[src/rtl/inst_pkg.sv]
// Shared instruction-set constants for the DL475 ARM-subset encoder and decoder.
// Holds class/sub-type enums, ARM data-processing opcodes, condition codes
// and the bit positions of every field in the 32-bit machine word.
package inst_pkg;

  typedef enum logic [1:0] {
    CLS_DATA    = 2'b00,
    CLS_MEM     = 2'b01,
    CLS_BRANCH  = 2'b10,
    CLS_ILLEGAL = 2'b11
  } instype_e;

  typedef enum logic [2:0] {
    DOP_AND     = 3'd0,
    DOP_EOR     = 3'd1,
    DOP_SUB     = 3'd2,
    DOP_ADD     = 3'd3,
    DOP_ORR     = 3'd4,
    DOP_MOV     = 3'd5,
    DOP_CMP     = 3'd6,
    DOP_ILLEGAL = 3'd7
  } datainstype_e;

  typedef enum logic [1:0] {
    MEM_STR  = 2'b00,
    MEM_LDR  = 2'b01,
    MEM_STRB = 2'b10,
    MEM_LDRB = 2'b11
  } meminstype_e;

  typedef enum logic [1:0] {
    BR_B   = 2'b00,
    BR_BL  = 2'b01,
    BR_BEQ = 2'b10,
    BR_BNE = 2'b11
  } branchinstype_e;

  // ARM data-processing opcode field values
  localparam logic [3:0] CMD_AND = 4'b0000;
  localparam logic [3:0] CMD_EOR = 4'b0001;
  localparam logic [3:0] CMD_SUB = 4'b0010;
  localparam logic [3:0] CMD_ADD = 4'b0100;
  localparam logic [3:0] CMD_ORR = 4'b1100;
  localparam logic [3:0] CMD_MOV = 4'b1101;
  localparam logic [3:0] CMD_CMP = 4'b1010;

  // Condition codes
  localparam logic [3:0] COND_AL = 4'b1110;
  localparam logic [3:0] COND_EQ = 4'b0000;
  localparam logic [3:0] COND_NE = 4'b0001;

  // Field bit positions (LSB of multi-bit fields)
  localparam int COND_LSB  = 28;
  localparam int OP_LSB    = 26;
  localparam int I_BIT     = 25;
  localparam int CMD_LSB   = 21;
  localparam int S_BIT     = 20;
  localparam int RN_LSB    = 16;
  localparam int RD_LSB    = 12;
  localparam int P_BIT     = 24;
  localparam int U_BIT     = 23;
  localparam int B_BIT     = 22;
  localparam int W_BIT     = 21;
  localparam int L_BIT     = 20;
  localparam int LINK_BIT  = 24;
  localparam int BROP_LSB  = 25;

  // Map a data sub-type onto its ARM opcode; the illegal code maps to AND
  // but is never enqueued.
  function automatic logic [3:0] data_cmd(datainstype_e op);
    case (op)
      DOP_AND: data_cmd = CMD_AND;
      DOP_EOR: data_cmd = CMD_EOR;
      DOP_SUB: data_cmd = CMD_SUB;
      DOP_ADD: data_cmd = CMD_ADD;
      DOP_ORR: data_cmd = CMD_ORR;
      DOP_MOV: data_cmd = CMD_MOV;
      DOP_CMP: data_cmd = CMD_CMP;
      default: data_cmd = CMD_AND;
    endcase
  endfunction

endpackage

[src/rtl/inst_fifo.sv]
// Synchronous DEPTH x WIDTH FIFO with registered occupancy.
// DEPTH must be a power of two so the pointers wrap naturally.
// Pushes while full and pops while empty are ignored.
module inst_fifo #(
  parameter int DEPTH = 4,
  parameter int WIDTH = 32
) (
  input  logic                     clk,
  input  logic                     rst_n,
  input  logic                     push,
  input  logic [WIDTH-1:0]         wr_data,
  input  logic                     pop,
  output logic [WIDTH-1:0]         rd_data,
  output logic                     full,
  output logic                     empty,
  output logic [$clog2(DEPTH):0]   count
);

  localparam int AW = $clog2(DEPTH);

  logic [WIDTH-1:0] mem [DEPTH];
  logic [AW-1:0]    wr_ptr;
  logic [AW-1:0]    rd_ptr;
  logic             do_push;
  logic             do_pop;

  assign full    = (count == (AW+1)'(DEPTH));
  assign empty   = (count == '0);
  assign do_push = push && !full;
  assign do_pop  = pop && !empty;
  assign rd_data = mem[rd_ptr];

  // Storage; cleared on reset so the head reads as zero out of reset
  always_ff @(posedge clk or negedge rst_n) begin
    if (!rst_n) begin
      for (int i = 0; i < DEPTH; i++) mem[i] <= '0;
    end else if (do_push) begin
      mem[wr_ptr] <= wr_data;
    end
  end

  // Read/write pointers and occupancy count
  always_ff @(posedge clk or negedge rst_n) begin
    if (!rst_n) begin
      wr_ptr <= '0;
      rd_ptr <= '0;
      count  <= '0;
    end else begin
      if (do_push) wr_ptr <= wr_ptr + AW'(1);
      if (do_pop)  rd_ptr <= rd_ptr + AW'(1);
      case ({do_push, do_pop})
        2'b10:   count <= count + (AW+1)'(1);
        2'b01:   count <= count - (AW+1)'(1);
        default: count <= count;
      endcase
    end
  end

endmodule

[src/rtl/inst_encoder.sv]
// DL475 instruction encoder: turns a decoded instruction description into a
// 32-bit ARM-subset word, queues it, and presents it with a byte address.
// Optional per-category request counters are built when INST_ENC_STATS_EN
// is defined.
//
// Handshakes: a transfer happens on a rising edge where valid && ready are
// both high; valid never depends on ready, and in_ready depends only on
// registered FIFO occupancy (no combinational path from out_ready).
module inst_encoder
  import inst_pkg::*;
#(
  parameter int DEPTH  = 4,
  parameter int ADDR_W = 16
) (
  input  logic              clk,
  input  logic              rst_n,
  input  logic              in_valid,
  output logic              in_ready,
  input  logic [1:0]        instype,
  input  logic [2:0]        datainstype,
  input  logic [1:0]        meminstype,
  input  logic [1:0]        branchinstype,
  input  logic              imm_sel,
  input  logic              set_flags,
  input  logic [3:0]        rn,
  input  logic [3:0]        rd,
  input  logic [23:0]       imm,
  output logic              out_valid,
  input  logic              out_ready,
  output logic [31:0]       out_inst,
  output logic [ADDR_W-1:0] out_addr,
  input  logic              addr_clr,
  output logic              enc_err
`ifdef INST_ENC_STATS_EN
  ,
  output logic [15:0]       stat_data,
  output logic [15:0]       stat_mem,
  output logic [15:0]       stat_branch,
  output logic [15:0]       stat_err
`endif
);

  instype_e       cls;
  datainstype_e   dop;
  meminstype_e    mop;
  branchinstype_e bop;

  logic [31:0]            enc_word;
  logic                   enc_legal;
  logic                   accept;
  logic                   push;
  logic                   pop;
  logic                   fifo_full;
  logic                   fifo_empty;
  logic [$clog2(DEPTH):0] fifo_count;
  logic                   unused_count;

  assign cls = instype_e'(instype);
  assign dop = datainstype_e'(datainstype);
  assign mop = meminstype_e'(meminstype);
  assign bop = branchinstype_e'(branchinstype);

  // Occupancy is observed through full/empty; count is kept for debug taps.
  assign unused_count = ^fifo_count;

  assign in_ready  = !fifo_full;
  assign accept    = in_valid && in_ready;
  assign push      = accept && enc_legal;
  assign out_valid = !fifo_empty;
  assign pop       = out_valid && out_ready;

  // Combinational field assembly for the request currently on the inputs
  always_comb begin
    enc_word  = '0;
    enc_legal = 1'b1;
    case (cls)
      CLS_DATA: begin
        enc_legal                 = (dop != DOP_ILLEGAL);
        enc_word[COND_LSB +: 4]   = COND_AL;
        enc_word[OP_LSB +: 2]     = 2'b00;
        enc_word[I_BIT]           = imm_sel;
        enc_word[CMD_LSB +: 4]    = data_cmd(dop);
        enc_word[S_BIT]           = set_flags;
        enc_word[RN_LSB +: 4]     = rn;
        enc_word[RD_LSB +: 4]     = rd;
        enc_word[11:0]            = imm[11:0];
        // CMP always sets flags and has no destination
        if (dop == DOP_CMP) begin
          enc_word[S_BIT]         = 1'b1;
          enc_word[RD_LSB +: 4]   = 4'd0;
        end
        // MOV has no first operand
        if (dop == DOP_MOV) begin
          enc_word[RN_LSB +: 4]   = 4'd0;
        end
      end
      CLS_MEM: begin
        enc_word[COND_LSB +: 4]   = COND_AL;
        enc_word[OP_LSB +: 2]     = 2'b01;
        // ARM load/store I bit is inverted: 0 means immediate offset
        enc_word[I_BIT]           = !imm_sel;
        enc_word[P_BIT]           = 1'b1;
        enc_word[U_BIT]           = 1'b1;
        enc_word[B_BIT]           = mop[1];
        enc_word[W_BIT]           = 1'b0;
        // LDR/LDRB have meminstype[0]=1, which is exactly the load bit
        enc_word[L_BIT]           = mop[0];
        enc_word[RN_LSB +: 4]     = rn;
        enc_word[RD_LSB +: 4]     = rd;
        enc_word[11:0]            = imm[11:0];
      end
      CLS_BRANCH: begin
        case (bop)
          BR_BEQ:  enc_word[COND_LSB +: 4] = COND_EQ;
          BR_BNE:  enc_word[COND_LSB +: 4] = COND_NE;
          default: enc_word[COND_LSB +: 4] = COND_AL;
        endcase
        enc_word[BROP_LSB +: 3]   = 3'b101;
        enc_word[LINK_BIT]        = (bop == BR_BL);
        enc_word[23:0]            = imm;
      end
      default: begin
        enc_legal = 1'b0;
      end
    endcase
  end

  inst_fifo #(
    .DEPTH (DEPTH),
    .WIDTH (32)
  ) u_fifo (
    .clk     (clk),
    .rst_n   (rst_n),
    .push    (push),
    .wr_data (enc_word),
    .pop     (pop),
    .rd_data (out_inst),
    .full    (fifo_full),
    .empty   (fifo_empty),
    .count   (fifo_count)
  );

  // Byte address of the head word; clear wins over the pop increment
  always_ff @(posedge clk or negedge rst_n) begin
    if (!rst_n) begin
      out_addr <= '0;
    end else if (addr_clr) begin
      out_addr <= '0;
    end else if (pop) begin
      out_addr <= out_addr + ADDR_W'(4);
    end
  end

  // One-cycle error pulse for an accepted but unencodable request
  always_ff @(posedge clk or negedge rst_n) begin
    if (!rst_n) begin
      enc_err <= 1'b0;
    end else begin
      enc_err <= accept && !enc_legal;
    end
  end

`ifdef INST_ENC_STATS_EN
  // Saturating per-category counters of accepted requests
  always_ff @(posedge clk or negedge rst_n) begin
    if (!rst_n) begin
      stat_data   <= '0;
      stat_mem    <= '0;
      stat_branch <= '0;
      stat_err    <= '0;
    end else if (addr_clr) begin
      stat_data   <= '0;
      stat_mem    <= '0;
      stat_branch <= '0;
      stat_err    <= '0;
    end else if (accept) begin
      if (!enc_legal) begin
        if (stat_err != 16'hFFFF) stat_err <= stat_err + 16'd1;
      end else if (cls == CLS_DATA) begin
        if (stat_data != 16'hFFFF) stat_data <= stat_data + 16'd1;
      end else if (cls == CLS_MEM) begin
        if (stat_mem != 16'hFFFF) stat_mem <= stat_mem + 16'd1;
      end else begin
        if (stat_branch != 16'hFFFF) stat_branch <= stat_branch + 16'd1;
      end
    end
  end
`endif

endmodule

[config.mk]
export PLATFORM = sky130hd
export DESIGN_NAME = inst_encoder
export DESIGN_NICKNAME = d
export VERILOG_FILES = /design/src/rtl/inst_pkg.sv /design/src/rtl/inst_fifo.sv /design/src/rtl/inst_encoder.sv
export SDC_FILE = /design/constraint.sdc
export NUM_CORES = 1
export LEC_CHECK = 0
export ABC_CLOCK_PERIOD_IN_PS = 5400
export CORE_MARGIN = 2
export CORE_UTILIZATION = 55
export CTS_CLUSTER_DIAMETER = 30
export DETAILED_ROUTE_END_ITERATION = 16
export PLACE_DENSITY = 0.82
export SLEW_MARGIN = 40
export SYNTH_ARGS = -nofsm -noshare
export SYNTH_HDL_FRONTEND = slang
export SYNTH_SLANG_ARGS = --single-unit
export TNS_END_PERCENT = 1
[constraint.sdc]
create_clock -name clk -period 5.4 [get_ports clk]
set_input_delay 0.81 -clock clk [delete_from_list [all_inputs] [get_ports clk]]
set_output_delay 0.81 -clock clk [all_outputs]
set_load 0.01 [all_outputs]
=== After elaboration in Yosys (flattened, before gate mapping) ===
Index checks and enable logic that the tools add are counted.

* Add/subtract/negate cells: 5
* Multiply operators: 0
* Div/mod/pow operators: 0
* Magnitude comparators: 3
* Equal/unequal tests: 15
* Shifts and indexed selects: 0
* Multiplexer cells: 16
* Bitwise logic cells: 2
* Reductions and logical operators: 16

{| class="wikitable"
|+ Operator list
! operator !! count
|-
| $bwmux W128 || 1
|-
| $mux W32 || 3
|-
| $pmux W32 S3 || 1
|-
| $bmux W32 S2 || 1
|-
| $demux W32 S2 || 1
|-
| $mux W16 || 2
|-
| $pmux W4 S6 || 1
|-
| $add A16 B3 Y16 const B || 1
|-
| $eq A3 B3 Y1 const B || 4
|-
| $eq A2 B2 Y1 const B || 4
|-
| $mux W4 || 2
|-
| $pmux W4 S2 || 1
|-
| $logic_and A1 B1 Y1 || 7
|-
| $eq A2 B1 Y1 const B || 3
|-
| $eq A3 B2 Y1 const B || 2
|-
| $ge A3 B3 Y1 const B || 2
|-
| $not A2 Y3 || 2
|-
| $pmux W3 S2 || 1
|-
| $add A2 B1 Y2 const B || 2
|-
| $logic_not A1 Y1 || 4
|-
| $reduce_bool A2 Y1 || 2
|-
| $add A3 B1 Y3 const B || 1
|-
| $eq A3 B1 Y1 const B || 1
|-
| $logic_not A3 Y1 || 1
|-
| other kinds (7) || 7
|}

* Register bits after elaboration: 152
* Bits in latches: 0
* Memory bits (writable): 0
* Memory bits (read-only): 0
* Bits of input ports: 48
* Output and inout port bits: 51
* Logic and storage cells: 66
* Memories: 0

=== Longest topological paths before layout ===
* Word-level depth: 7
* Depth in mapped cells: 12
* Gate-level depth less buffers: 11

=== Modules after synthesis ===
A second synthesis with hierarchy kept.

* Cells, all modules: 497
* Area, all modules: 7194.4 um2

{| class="wikitable"
|+ Modules (own cells, without submodules)
! module !! times used !! cells an instance !! area an instance (um2)
|-
| inst_fifo || 1 || 348 || 5963.2
|-
| inst_encoder || 1 || 149 || 1231.2
|}

=== Worst setup path before layout ===
No wires, ideal clock.

* Path type: input -> register
* Start: input instype[0]
* End: register u_fifo.count[1]
* Data arrival time: 2.736 ns
* Data required time: 5.317 ns
* Setup slack: 2.581 ns
* Cell stages on the path: 9
* Path buffers: 0
* Cells stage by stage: inv_1 ha_1 and4b_4 nor3_4 nand2_1 ha_1 inv_1 fa_1 o21ai_0

* Word-level cells in the longest chain between the ends: 7

{| class="wikitable"
|+ RTL lines
! what !! RTL line !! RTL
|-
| from (decl) || inst_encoder.sv:19 || <nowiki>input logic [1:0] instype,</nowiki>
|-
| $eq A2 B2 Y1 or $eq A2 B1 Y1 (tied branches) || inst_encoder.sv:76 || <nowiki>case (cls)</nowiki>
|-
| $reduce_or A2 Y1 (no source line) || - ||
|-
| $pmux W1 S2 (*) || inst_encoder.sv:76 ||
|-
| $logic_and A1 B1 Y1 (*) || inst_encoder.sv:68 || <nowiki>assign push = accept && enc_legal;</nowiki>
|-
| $logic_and A1 B1 Y1 (*) || inst_fifo.sv:29 || <nowiki>assign do_push = push && !full;</nowiki>
|-
| $eq A2 B1 Y1 or $eq A2 B2 Y1 (tied branches) || inst_fifo.sv:51 || <nowiki>case ({do_push, do_pop})</nowiki>
|-
| $pmux W3 S2 or $reduce_bool A2 Y1 (tied branches) || - ||
|-
| to (signal assigned) || inst_fifo.sv:52 || <nowiki>2'b10: count <= count + (AW+1)'(1);</nowiki>
|-
| to (signal assigned) || inst_fifo.sv:53 || <nowiki>2'b01: count <= count - (AW+1)'(1);</nowiki>
|-
| to (signal assigned) || inst_fifo.sv:54 || <nowiki>default: count <= count;</nowiki>
|-
| to (decl) || inst_fifo.sv:16 || <nowiki>output logic [$clog2(DEPTH):0] count</nowiki>
|}

Mark *: on every way between the ends. The rest lies on a longest branch, timed or not.
A chain may end at the register's enable or synchronous reset.

=== Worst setup path after layout ===
* Start: register u_fifo.rd_ptr[0]
* End: output out_inst[28]

* Word-level cells in the longest chain between the ends: 4

{| class="wikitable"
|+ RTL lines
! what !! RTL line !! RTL
|-
| from (decl) || inst_fifo.sv:23 || <nowiki>logic [AW-1:0] rd_ptr;</nowiki>
|-
| from (signal assigned) || inst_fifo.sv:50 || <nowiki>if (do_pop) rd_ptr <= rd_ptr + AW'(1);</nowiki>
|-
| $not A2 Y3 (not written as such) || inst_fifo.sv:31 || <nowiki>assign rd_data = mem[rd_ptr];</nowiki>
|-
| $bmux W32 S2 || inst_fifo.sv:31 ||
|-
| $mux W32 (not written as such) (2 in a row) || inst_fifo.sv:31 ||
|-
| to (decl) || inst_encoder.sv:30 || <nowiki>output logic [31:0] out_inst,</nowiki>
|}

Every way passes these cells. The select of a mux whose other input is x is not followed.

==> impl_metrics.ini <==
[global_routing]
grt_overflow_total = 0
grt_use_total = 0.232
grt_pass1_vias = 4529
grt_pass1_wl_um = 23600
antenna_found_initial = 0
grt_max_degree = 83

[drt]
vias = 4279
drt-wirelength-per-cell_um = 19.8
drt-initial-drc-count = 361
wl_met3_um = 540
wl_met1_um = 6250
top_layer_used = met4
wirelength_um = 14800
dr.pass1.iters = 4
drc = 0
detail-route-antenna-nets = 0
drt-vias-per-instance = 5.73
met2WireLength_um = 7730

[place]
hpwl_um = 9610
place_congestion = 0.815
io_buffers = 96

[clocking]
post-cts-setup-buffers = 0
cts-htree-levels = 4
clk_latency_ns = 0.42
cts.sinks = 142
clkSlewWorstSetupHoldPaths_ns = 0.06
cts_buffers = 17
cts_buffer_depth = 2
clockRootBuffer = clkbuf_16
holdBufCountCts = 0
cts_tree = yes
cts_resized = 0

[floorplan]
fp.dieH_um = 117
initial_core_util = 0.560
coreArea_mm2 = 0.0126
die_w_um = 117
die-area_mm2 = 0.0137
rows = 41
ios = 99

[hold_path]
hold_class = input port to async pin

[worst_setup_path]
path_depth = 3
critical_path_arrival_ns = 2.70
crit_required_ns = 4.59
critPathKind = flop to output pin
r2r_cells = 9
cpMaxStageDelayCell = dfrtp_2
critPathCapture = out_inst[28]
critPathBufInv = 2
r2r_slack_ns = 2.70
crit_family = buffers and inverters
worstPathCellList = buf_4, mux4_2, clkdlybuf4s50_1
timing.rr.start = u_fifo.count[0]
crit_path_start = u_fifo.rd_ptr[0]
critical_path.max_fanout = 17
cp-start-kind = flop
endpoint_kind = output pin
worst_r2r_endpoint = u_fifo.count[2]
critical-path-max-stage-delay_ns = 0.74

[timing]
maxSlewHeadroom = 0.533
skew_ns = 0.00493
hold_viol_final = 0
period_needed_ns = 3.51
fmax_mhz = 285
finalSetupTns_ns = 0
setup_viol = 0
rsz0062_at_grt = false
finalCritPeriodShare = 0.651
slew_viol_final = 0
tightest_slew_ns = 0.700

[yosys]
synth_edf_count = 0
ys_warn_count = 0
syn_inst = 474
syn-mean-instance-area_um2 = 14.8
yosys_register_bits = 142
synth_top_cell_by_area = dfrtp_1
ys.flop_type = dfrtp_1
synthTopCellsByCount = dfrtp_1 (142), mux2_2 (86), mux2_4 (36)
async_flop_share = 1.00
ys_top_cells_by_area = dfrtp_1 (50%), mux2_2 (14%), mux4_2 (9.6%)
syn-cell-area_mm2 = 0.00704
synth_cell_type_count = 46
seq_area_frac_synth = 0.505
yosysTopAreaCellShare = 0.505
yosysMostFrequentCell = dfrtp_1

[flow_run]
max_cap_violations = 0

[pwr]
ir_drop_uv = 273
cellPowerDensity_mw_per_mm2 = 550
p_leak_nw = 3.96

[layout]
num_antenna_cells = 0
drive_gt1_frac = 0.336
final_util = 0.689
nets = 623
syn_to_final_growth_pct = 23.0

[outcome]
status = completed
==> worst register-to-register path, stage by stage, from the launching register on <==
cell and delay (ns):
dfrtp_1 0.45, or3b_1 0.41, and2_0 0.42, nand2_1 0.28
ha_1 0.22, inv_1 0.06, fa_1 0.37, xor2_1 0.15
nor2_1 0.11, xor2_1 0.16
==> cells by family (layout without fill, tap and decap cells) <==
family | after synthesis | count (layout) | synth area share
compound gates | 32 | 32 | 0.0313
xor+xnor | 15 | 15 | 0.0187
fa+ha+maj | 13 | 13 | 0.0242
buf+inv | 40 | 140 | 0.0382
flops | 142 | 142 | 0.505
mux | 154 | 154 | 0.313
other cells | 1 | 2 | 0.000533
simple gates | 77 | 77 | 0.0690
==> metrics by stage <==
step / hold slack (ns) / worst slack [ns] / cell area, um^2 / instances / power, W
finish: 0.427 / 1.89 / 8660 / 747 / 0.00476
global route: 0.467 / 1.70 / 8660 / 747 / 0.00501
CTS: 0.470 / 1.83 / 8650 / 747 / 0.00480
detailed placement: 0.489 / 1.75 / 8010 / 715 / 0.00351
global placement: 0.481 / 1.86 / 8010 / 715 / 0.00343
floorplan: 0.474 / 2.58 / 7040 / 475 / 0.00286
==> final cells by class <==
| class | instances | area, um^2 |
|---|---|---|
| inverters | 9 | 33.8 |
| flip-flops and latches | 142 | 3550 |
| fillers | 883 | 3910 |
| well taps | 172 | 215 |
| multi-input cells | 293 | 3220 |
| repair buffers | 99 | 991 |
| clock buffers | 21 | 450 |
| clock inverters | 11 | 189 |
==> sequential cells by signal (all words and copies together) (netlist names) <==
register / count
u_fifo.count: 3
out_addr: 14
u_fifo.mem: 120
u_fifo.wr_ptr: 2
u_fifo.rd_ptr: 2
enc_err: 1
==> routing by layer <==
metal	track usage	vias up
met5	0	-
met4	0.0776	0
met3	0.0602	21
met2	0.385	106
met1	0.300	2247
li1	-	1905
==> cell usage in the layout (no fill, tap or decap), types with 3 or more instances in the layout <==
cell type,netlist,routed
o21ai_0,7,7
nor2b_1,3,3
inv_1,9,9
nand2_1,9,9
mux2_4,36,36
xnor2_1,5,5
and2_1,13,13
mux2_2,86,86
nand2b_1,3,3
xor2_1,10,10
nand3b_1,3,3
bufinv_16,0,5
nand3_1,5,5
clkinv_2,0,3
clkbuf_16,0,17
mux4_2,30,30
nand3_4,4,4
clkdlybuf4s50_1,0,95
clkbuf_1,8,3
a22o_1,5,5
dfrtp_1,142,141
nand4_1,3,3
or3_1,4,4
ha_1,12,12
a21oi_1,7,7
and3_1,3,3
a22oi_1,5,5
nor2_1,17,16
==> how the worst min path moves through the flow <==
stage | startpoint | slack, ns | to
floorplan | u_fifo.mem[55] | 0.47 | u_fifo.mem[55]
global placement | u_fifo.mem[62] | 0.48 | u_fifo.mem[62]
detailed placement | u_fifo.mem[5] | 0.49 | u_fifo.mem[5]
CTS | rst_n | 0.47 | u_fifo.mem[72]
global route | rst_n | 0.47 | u_fifo.mem[104]
finish | rst_n | 0.43 | u_fifo.mem[72]
==> power by group <==
| group | leakage [nW] | switching, W | internal [W] | total (W) |
|---|---|---|---|---|
| Clock | 0.307 | 0.000435 | 0.000831 | 0.00127 |
| Sequential | 1.86 | 0.000286 | 0.00147 | 0.00176 |
| Combinational | 1.80 | 0.000628 | 0.00111 | 0.00173 |
Power figures use the tool's default switching activity.
